**src/rtl/bsg_counter_clear_up_multi.sv**
```systemverilog
// Bank of independent clear/up counters with wrap or saturate at max_val_p,
// sticky overflow and shared-threshold compare. Optional snapshot: BSG_COUNTER_SNAPSHOT_EN.
module bsg_counter_clear_up_multi #(
  parameter int els_p      = 4,
  parameter int max_val_p  = 9,
  parameter int max_step_p = 1,
  parameter int init_val_p = 0,
  parameter bit saturate_p = 1'b0,
  localparam int ptr_width_lp  = $clog2(max_val_p + 1),
  localparam int step_width_lp = $clog2(max_step_p + 1)
) (
  input  logic                              clk_i,
  input  logic                              reset_n_i,
  input  logic [els_p-1:0]                  clear_i,
  input  logic [els_p*step_width_lp-1:0]    up_i,
  input  logic [ptr_width_lp-1:0]           thresh_i,
`ifdef BSG_COUNTER_SNAPSHOT_EN
  input  logic                              snapshot_i,
  output logic [els_p*ptr_width_lp-1:0]     snap_count_o,
  output logic                              snap_v_o,
`endif
  output logic [els_p*ptr_width_lp-1:0]     count_o,
  output logic [els_p-1:0]                  overflow_o,
  output logic [els_p-1:0]                  at_thresh_o
);

  localparam logic [ptr_width_lp:0]   lp_max  = (ptr_width_lp + 1)'(max_val_p);
  localparam logic [ptr_width_lp:0]   lp_mod  = (ptr_width_lp + 1)'(max_val_p + 1);
  localparam logic [ptr_width_lp-1:0] lp_init = ptr_width_lp'(init_val_p);

  logic [els_p-1:0][ptr_width_lp-1:0] r_count;
  logic [els_p-1:0]                   r_ovf;

  logic [els_p-1:0][ptr_width_lp:0]   w_base;
  logic [els_p-1:0][ptr_width_lp:0]   w_sum;
  logic [els_p-1:0][ptr_width_lp:0]   w_wrap;
  logic [els_p-1:0]                   w_over;
  logic [els_p-1:0][ptr_width_lp-1:0] w_next_count;
  logic [els_p-1:0]                   w_next_ovf;

  // Sum is one bit wider than the count so the carry past max_val_p is visible.
  always_comb begin
    w_base       = '0;
    w_sum        = '0;
    w_wrap       = '0;
    w_over       = '0;
    w_next_count = '0;
    w_next_ovf   = '0;
    for (int i = 0; i < els_p; i++) begin
      w_base[i] = clear_i[i] ? '0 : {1'b0, r_count[i]};
      w_sum[i]  = w_base[i] + (ptr_width_lp + 1)'(up_i[i*step_width_lp +: step_width_lp]);
      w_wrap[i] = w_sum[i] - lp_mod;
      w_over[i] = (w_sum[i] > lp_max);
      if (!w_over[i])
        w_next_count[i] = w_sum[i][ptr_width_lp-1:0];
      else if (saturate_p)
        w_next_count[i] = lp_max[ptr_width_lp-1:0];
      else
        w_next_count[i] = w_wrap[i][ptr_width_lp-1:0];
      w_next_ovf[i] = (clear_i[i] ? 1'b0 : r_ovf[i]) | w_over[i];
    end
  end

  always_ff @(posedge clk_i) begin
    if (!reset_n_i) begin
      for (int i = 0; i < els_p; i++) r_count[i] <= lp_init;
      r_ovf <= '0;
    end else begin
      r_count <= w_next_count;
      r_ovf   <= w_next_ovf;
    end
  end

  assign count_o    = r_count;
  assign overflow_o = r_ovf;

  always_comb begin
    at_thresh_o = '0;
    for (int i = 0; i < els_p; i++) at_thresh_o[i] = (r_count[i] >= thresh_i);
  end

`ifdef BSG_COUNTER_SNAPSHOT_EN
  logic [els_p*ptr_width_lp-1:0] r_snap_count;
  logic                          r_snap_v;

  // Captures the pre-update counts, so a same-cycle clear/up is not seen.
  always_ff @(posedge clk_i) begin
    if (!reset_n_i) begin
      r_snap_count <= '0;
      r_snap_v     <= 1'b0;
    end else if (snapshot_i) begin
      r_snap_count <= r_count;
      r_snap_v     <= 1'b1;
    end
  end

  assign snap_count_o = r_snap_count;
  assign snap_v_o     = r_snap_v;
`endif

`ifndef SYNTHESIS
  if (els_p < 1 || max_val_p < 1 || max_step_p < 1 || max_step_p > max_val_p ||
      init_val_p < 0 || init_val_p > max_val_p) begin : g_bad_params
    $error("bsg_counter_clear_up_multi: invalid parameter combination");
  end

  always @(posedge clk_i) begin
    if (reset_n_i === 1'b1) begin
      for (int i = 0; i < els_p; i++) begin
        if (int'(up_i[i*step_width_lp +: step_width_lp]) > max_step_p)
          $error("bsg_counter_clear_up_multi: up_i[%0d] exceeds max_step_p", i);
      end
    end
  end
`endif

endmodule

```
**config.mk**
```make
export PLATFORM = sky130hd
export DESIGN_NAME = bsg_counter_clear_up_multi
export DESIGN_NICKNAME = d
export VERILOG_FILES = /design/src/rtl/bsg_counter_clear_up_multi.sv
export SDC_FILE = /design/constraint.sdc
export NUM_CORES = 1
export LEC_CHECK = 0
export BUFFER_PORTS_ARGS = -buffer_cell sky130_fd_sc_hd__buf_2
export CORE_UTILIZATION = 40
export CTS_BUF_LIST = sky130_fd_sc_hd__clkbuf_16
export CTS_CLUSTER_SIZE = 14
export DETAILED_ROUTE_END_ITERATION = 10
export PLACE_DENSITY_LB_ADDON = 0.08
export SYNTH_ARGS = -nofsm -noshare
export SYNTH_HDL_FRONTEND = slang
export SYNTH_SLANG_ARGS = --single-unit
```
**constraint.sdc**
```tcl
create_clock -name clk_i -period 3.55 [get_ports clk_i]
set_clock_uncertainty 0.1 [all_clocks]
set_input_delay 0.1775 -clock clk_i [delete_from_list [all_inputs] [get_ports clk_i]]
set_output_delay 0.1775 -clock clk_i [all_outputs]
set_load 0.01 [all_outputs]
```
==> impl_metrics.yaml, run 1 <==
synthesis:
  synth_async_sr_flop_share_pct: 0
  ys_types: 43
  yosys_most_used_dff: "dfxtp_1"
  netlist_area_um2: 1830
  syn-instance-count: 193
  synth_seq_cells: 20
  syn_nets: 235
  synth_area_per_cell_um2: 9.46
  ys_seq_area_share_pct: 21.9
  synth_edf_count: 0
  yosysWarnings: 0
critical_path:
  path_max_fanout: 5
  start_kind: "register"
  rr_endpoint: "count_o[7]$_SDFF_PN0_"
  rrSetupSlack_ns: 1.14
  timing.rr.start: "count_o[4]$_SDFF_PN0_"
  worstRegToRegCells: 10
  cp-end-kind: "register"
  crit_required_ns: 3.59
  cp.arrival_ns: 2.45
  criticalPathCategory: "reg -> reg"
floorplanning:
  rows: 24
  chipWidth_um: 69.6
  die_h_um: 69.6
  start_util_pct: 41.6
  die_area_um2: 4840
  num_io_pins: 38
  core_um2: 4380
timing:
  slew_violations: 0
  rsz0062_at_grt: "false"
  max_slew_margin_pct: 73.4
  timing.final.crit_share_pct: 68.0
  post-route-min-period_ns: 2.41
  fmax_ghz: 0.414
  setup-tns-final_ns: 0
  hold_viol: 0
  setup_violations: 0
  hold_slack_ns: 0.207
  worstMarginPinSlew_ns: 0.399
routing:
  route.detailed.drc: 0
  wl_mm: 3.82
  viasPerCell: 5.54
  drtIter0Drc: 82
  wl_per_cell_um: 13.5
  num_vias: 1567
  first_pass_iters: 4
  postRouteAntennaNets: 0
global_routing:
  grt_pass1_vias: 1443
  grt_pass1_wl_mm: 6.55
  overflow: 0
  antenna_found_initial: 0
  use_met3_pct: 2.62
  busiest_layer: "met2"
  grt_max_degree: 22
  grt_util_met1_pct: 22.4
  grt_usage_pct: 16.3
  met2_usage_pct: 25.9
layout:
  stdcell_area_um2: 2140
  syn_to_final_growth_pct: 17.2
  antenna_cells: 0
  finalNonFillerCells: 283
  fillers: 441
  final_net_count: 274
  drive_gt1_share_pct: 25.1
placed_design:
  gp_congestion: 0.805
  io_buffer_count: 37
  place_area_um2: 2060
  dp_hpwl_mm: 2.99
  dp_cells: 279
min_path:
  holdPathStages: 3
  min_from: "clear_i[0]"
  hp-class: "in -> reg"
  hold_end: "overflow_o[0]$_SDFF_PN0_"
cts:
  cts_buffer_depth: 2
  htree_num_levels: 1
  insertion_delay_ns: 0.25
  cts_root_buf: "clkbuf_16"
  cts_buffers: 3
  cts_setup_buffers: 0
  cts_tree: "built"
  cts.sinks: 20
  cts_resized: 0
  hold_buffers: 0
  clk_pin_slew_ns: 0.06
pwr:
  power.density_nw_per_um2: 271
  p_leak_nw: 1.05
  irDropWorstVdd_mv: 0.147
outcome:
  outcome: "completed"
run:
  maxCapViolCount: 0
## worst max path at each step
| stage | to | startpoint |
|---|---|---|
| after floorplan | count_o[7]$_SDFF_PN0_ | count_o[4]$_SDFF_PN0_ |
| final | count_o[7]$_SDFF_PN0_ | count_o[4]$_SDFF_PN0_ |
| after global placement | count_o[7]$_SDFF_PN0_ | clear_i[1] |
| after detailed placement | count_o[7]$_SDFF_PN0_ | clear_i[1] |
| after global routing | count_o[7]$_SDFF_PN0_ | count_o[4]$_SDFF_PN0_ |
| after CTS | count_o[7]$_SDFF_PN0_ | count_o[4]$_SDFF_PN0_ |
## worst max-delay path, stage by stage (launching register included)
cell      delay, ns
dfxtp_1        0.31
inv_1          0.06
nor2_1         0.04
ha_1           0.20
ha_1           0.25
xor2_2         0.20
ha_1           0.26
nor2b_1        0.16
nor3_2         0.31
o21bai_1       0.12
o311a_1        0.29
## cells by family (layout without fill, tap and decap cells)
kind of cell | count (synthesis) | in the layout | share of synthesized area, %
flops | 20 | 20 | 21.9
compound gates | 48 | 48 | 22.5
mux | 4 | 4 | 4.45
simple gates | 70 | 70 | 24.3
buf+inv | 15 | 53 | 3.29
fa+ha+maj | 28 | 28 | 19.2
xor+xnor | 8 | 8 | 4.25
## sequential cells by signal, indices dropped and copies added, names as in the netlist
| name | flops |
|---|---|
| count_o | 16 |
| overflow_o | 4 |
## placed cells by master (no fill, tap or decap), types with 2 or more instances in the layout
| cell | n |
|---|---|
| buf_2 | 37 |
| ha_1 | 28 |
| dfxtp_1 | 20 |
| nor2_1 | 19 |
| nor2b_1 | 13 |
| inv_1 | 12 |
| a21o_1 | 12 |
| xnor2_1 | 7 |
| o31a_1 | 7 |
| nand2b_1 | 5 |
| nand4b_1 | 4 |
| and2_1 | 4 |
| o311a_1 | 4 |
| nor3b_1 | 3 |
| nand3_1 | 3 |
| nor2b_2 | 3 |
| nand3_2 | 3 |
| mux2i_4 | 3 |
| o21ba_1 | 3 |
| o211a_1 | 3 |
| a2111oi_2 | 3 |
| a31oi_1 | 3 |
| o21a_1 | 3 |
| o21ai_0 | 3 |
| clkbuf_16 | 3 |
| nor3_1 | 2 |
| and3_4 | 2 |
| o211ai_1 | 2 |
| nor4b_1 | 2 |
## metrics by stage
step / util [%] / power, mW / worst slack [ns]
CTS: 48.8 / 0.590 / 1.14
finish: 48.8 / 0.580 / 1.14
global placement: 47.0 / 0.344 / 1.22
floorplan: - / 0.316 / 1.30
global route: 48.8 / 0.615 / 1.01
detailed placement: 47.0 / 0.349 / 1.13
## synth_stat cells, types with 2 or more instances
master | instances | area (um^2)
clkbuf_1 | 2 | 7.51
nor3_1 | 2 | 10.0
and2_1 | 4 | 25.0
o211a_1 | 3 | 30.0
mux2i_4 | 3 | 67.6
nor2b_1 | 13 | 81.3
nand2b_1 | 5 | 31.3
a21o_1 | 12 | 90.1
nor2_1 | 19 | 71.3
and3_4 | 2 | 22.5
o21ai_0 | 3 | 15.0
ha_1 | 28 | 350
nand4b_1 | 4 | 35.0
a31oi_1 | 3 | 18.8
o211ai_1 | 2 | 15.0
o21a_1 | 3 | 22.5
a2111oi_2 | 3 | 45.0
inv_1 | 12 | 45.0
o311a_1 | 4 | 40.0
o21ba_1 | 3 | 30.0
dfxtp_1 | 20 | 400
nor3b_1 | 3 | 22.5
o31a_1 | 7 | 61.3
nor4b_1 | 2 | 17.5
nand3_2 | 3 | 30.0
xnor2_1 | 7 | 61.3
nand3_1 | 3 | 15.0
nor2b_2 | 3 | 26.3
## per-layer routing
metal	vias up	routed length, um
met3	2	127
met4	0	20
li1	798	-
met1	740	1920
met2	27	1750
met5	-	0
## power breakdown
| group | internal (mW) | switching (mW) |
|---|---|---|
| logic | 0.0502 | 0.0604 |
| clock network | 0.150 | 0.0869 |
| registers | 0.230 | 0.00319 |
## cell type report
type | instances | area [um^2] | area share (%)
multi-input cells | 158 | 1370 | 63.8
flip-flops and latches | 20 | 400 | 18.7
repair buffers | 37 | 185 | 8.65
clock buffers | 3 | 75.1 | 3.51
well taps | 52 | 65.1 | 3.04
inverters | 12 | 45.0 | 2.11
clock inverters | 1 | 3.75 | 0.175
No activity file was read; power rests on OpenSTA's default activity.
==> run 2, diff against run 1 <==
- clock period: 3.55 -> 2.1 ns (I/O delays scaled with it)
==> impl_metrics.yaml, run 2 (synthesized netlist as in run 1, its figures left out) <==
cts:
  cts_tree: "built"
  cts_root_buf: "clkbuf_16"
  cts.sinks: 20
  cts_buffer_depth: 2
  hold_buffers: 0
  htree_num_levels: 1
  clk_pin_slew_ns: 0.06
  cts_buffers: 3
  insertion_delay_ns: 0.25
routing:
  wl_mm: 4.59
  drtIter0Drc: 62
  first_pass_iters: 4
  postRouteAntennaNets: 0
  route.detailed.drc: 0
  num_vias: 1728
  wl_per_cell_um: 14.4
  viasPerCell: 5.42
floorplanning:
  rows: 24
  core_um2: 4380
  start_util_pct: 41.6
  num_io_pins: 38
  die_area_um2: 4840
  die_h_um: 69.6
  chipWidth_um: 69.6
timing:
  setup-tns-final_ns: 0
  worstMarginPinSlew_ns: 0.398
  slew_violations: 0
  post-route-min-period_ns: 2.09
  fmax_ghz: 0.478
  max_slew_margin_pct: 73.5
  timing.final.crit_share_pct: 99.6
  rsz0062_at_grt: "true"
  setup_violations: 0
  hold_viol: 0
layout:
  drive_gt1_share_pct: 47.6
  syn_to_final_growth_pct: 43.2
  fillers: 382
  postLayoutCoreUtil_pct: 59.6
  final_net_count: 311
  largest_register_ffs: 16
  layout_common_cells: "buf_2, buf_4, dfxtp_1"
  antenna_cells: 0
global_routing:
  grt_usage_pct: 18.6
  grt_pass1_wl_mm: 7.36
  grt_pass1_vias: 1622
  antenna_found_initial: 0
  grt_max_degree: 22
  overflow: 0
critical_path:
  start_kind: "register"
  path_max_fanout: 5
  cp-end-kind: "register"
  crit_required_ns: 2.14
  criticalPathCategory: "reg -> reg"
  worstRegToRegCells: 10
  cp.arrival_ns: 2.13
pwr:
  power_mw: 1.06
  irDropWorstVdd_mv: 0.231
  power.density_nw_per_um2: 405
  p_leak_nw: 1.26
min_path:
  holdPathStages: 3
  hp-class: "in -> reg"
outcome:
  outcome: "completed"
run:
  maxCapViolCount: 0
placed_design:
  gp_congestion: 0.807
  io_buffer_count: 37
  dp_hpwl_mm: 3.35
## run 2: where the power goes
part	switching [mW]	leakage (nW)	internal, mW
registers	0.00429	0.163	0.389
logic	0.128	1.06	0.136
clock network	0.150	0.0370	0.252
## run 2: layer usage
layer  GRT usage (%)  wire, um
met2            31.4      2260
met5               0         0
met3            2.62       157
met4            6.35       115
met1            24.1      2060
## run 2: critical path, stage by stage (launching register included)
cell and delay [ns]:
dfxtp_2 0.33, inv_2 0.04, nor2_2 0.07, ha_2 0.21, ha_4 0.18, xor2_4 0.18
ha_4 0.19, nor3_2 0.05, mux2i_2 0.25, nor4_2 0.09, a221o_1 0.28
## run 2: final cells by class
type / instances / area (um^2) / area share (%)
repair buffers: 74 / 463 / 17.7
well taps: 52 / 65.1 / 2.49
inverters: 12 / 45.0 / 1.72
multi-input cells: 158 / 1560 / 59.7
clock buffers: 3 / 75.1 / 2.87
flip-flops and latches: 20 / 404 / 15.5
## run 2: repair_timing
action | 4_1_cts | 5_1_grt
buffers inserted | 3 | 8
cloned | 0 | 0
gates resized for setup | 18 | 22
endpoints found under the setup margin | 11 | 14
pin swaps | 8 | 18
## run 2: per-stage QoR
stage	area, um^2	instances	setup WS [ns]	hold slack [ns]
final	2610	319	0.00798	0.144
after global routing	2610	319	-0.121	0.159
after CTS	2440	311	-0.00329	0.147
after detailed placement	2270	305	-0.124	0.416
after global placement	2270	305	-0.0286	0.388
after floorplan	1840	193	0.00189	0.215
## run 2: path summary, 6_finish.rpt
kind                             from                  endpoint  slack [ns]
min                           up_i[3]    count_o[12]$_SDFF_PN0_        0.14
max             count_o[4]$_SDFF_PN0_     count_o[6]$_SDFF_PN0_       0.008
min reg2reg  overflow_o[1]$_SDFF_PN0_  overflow_o[1]$_SDFF_PN0_        0.48
max reg2reg     count_o[4]$_SDFF_PN0_     count_o[6]$_SDFF_PN0_       0.008
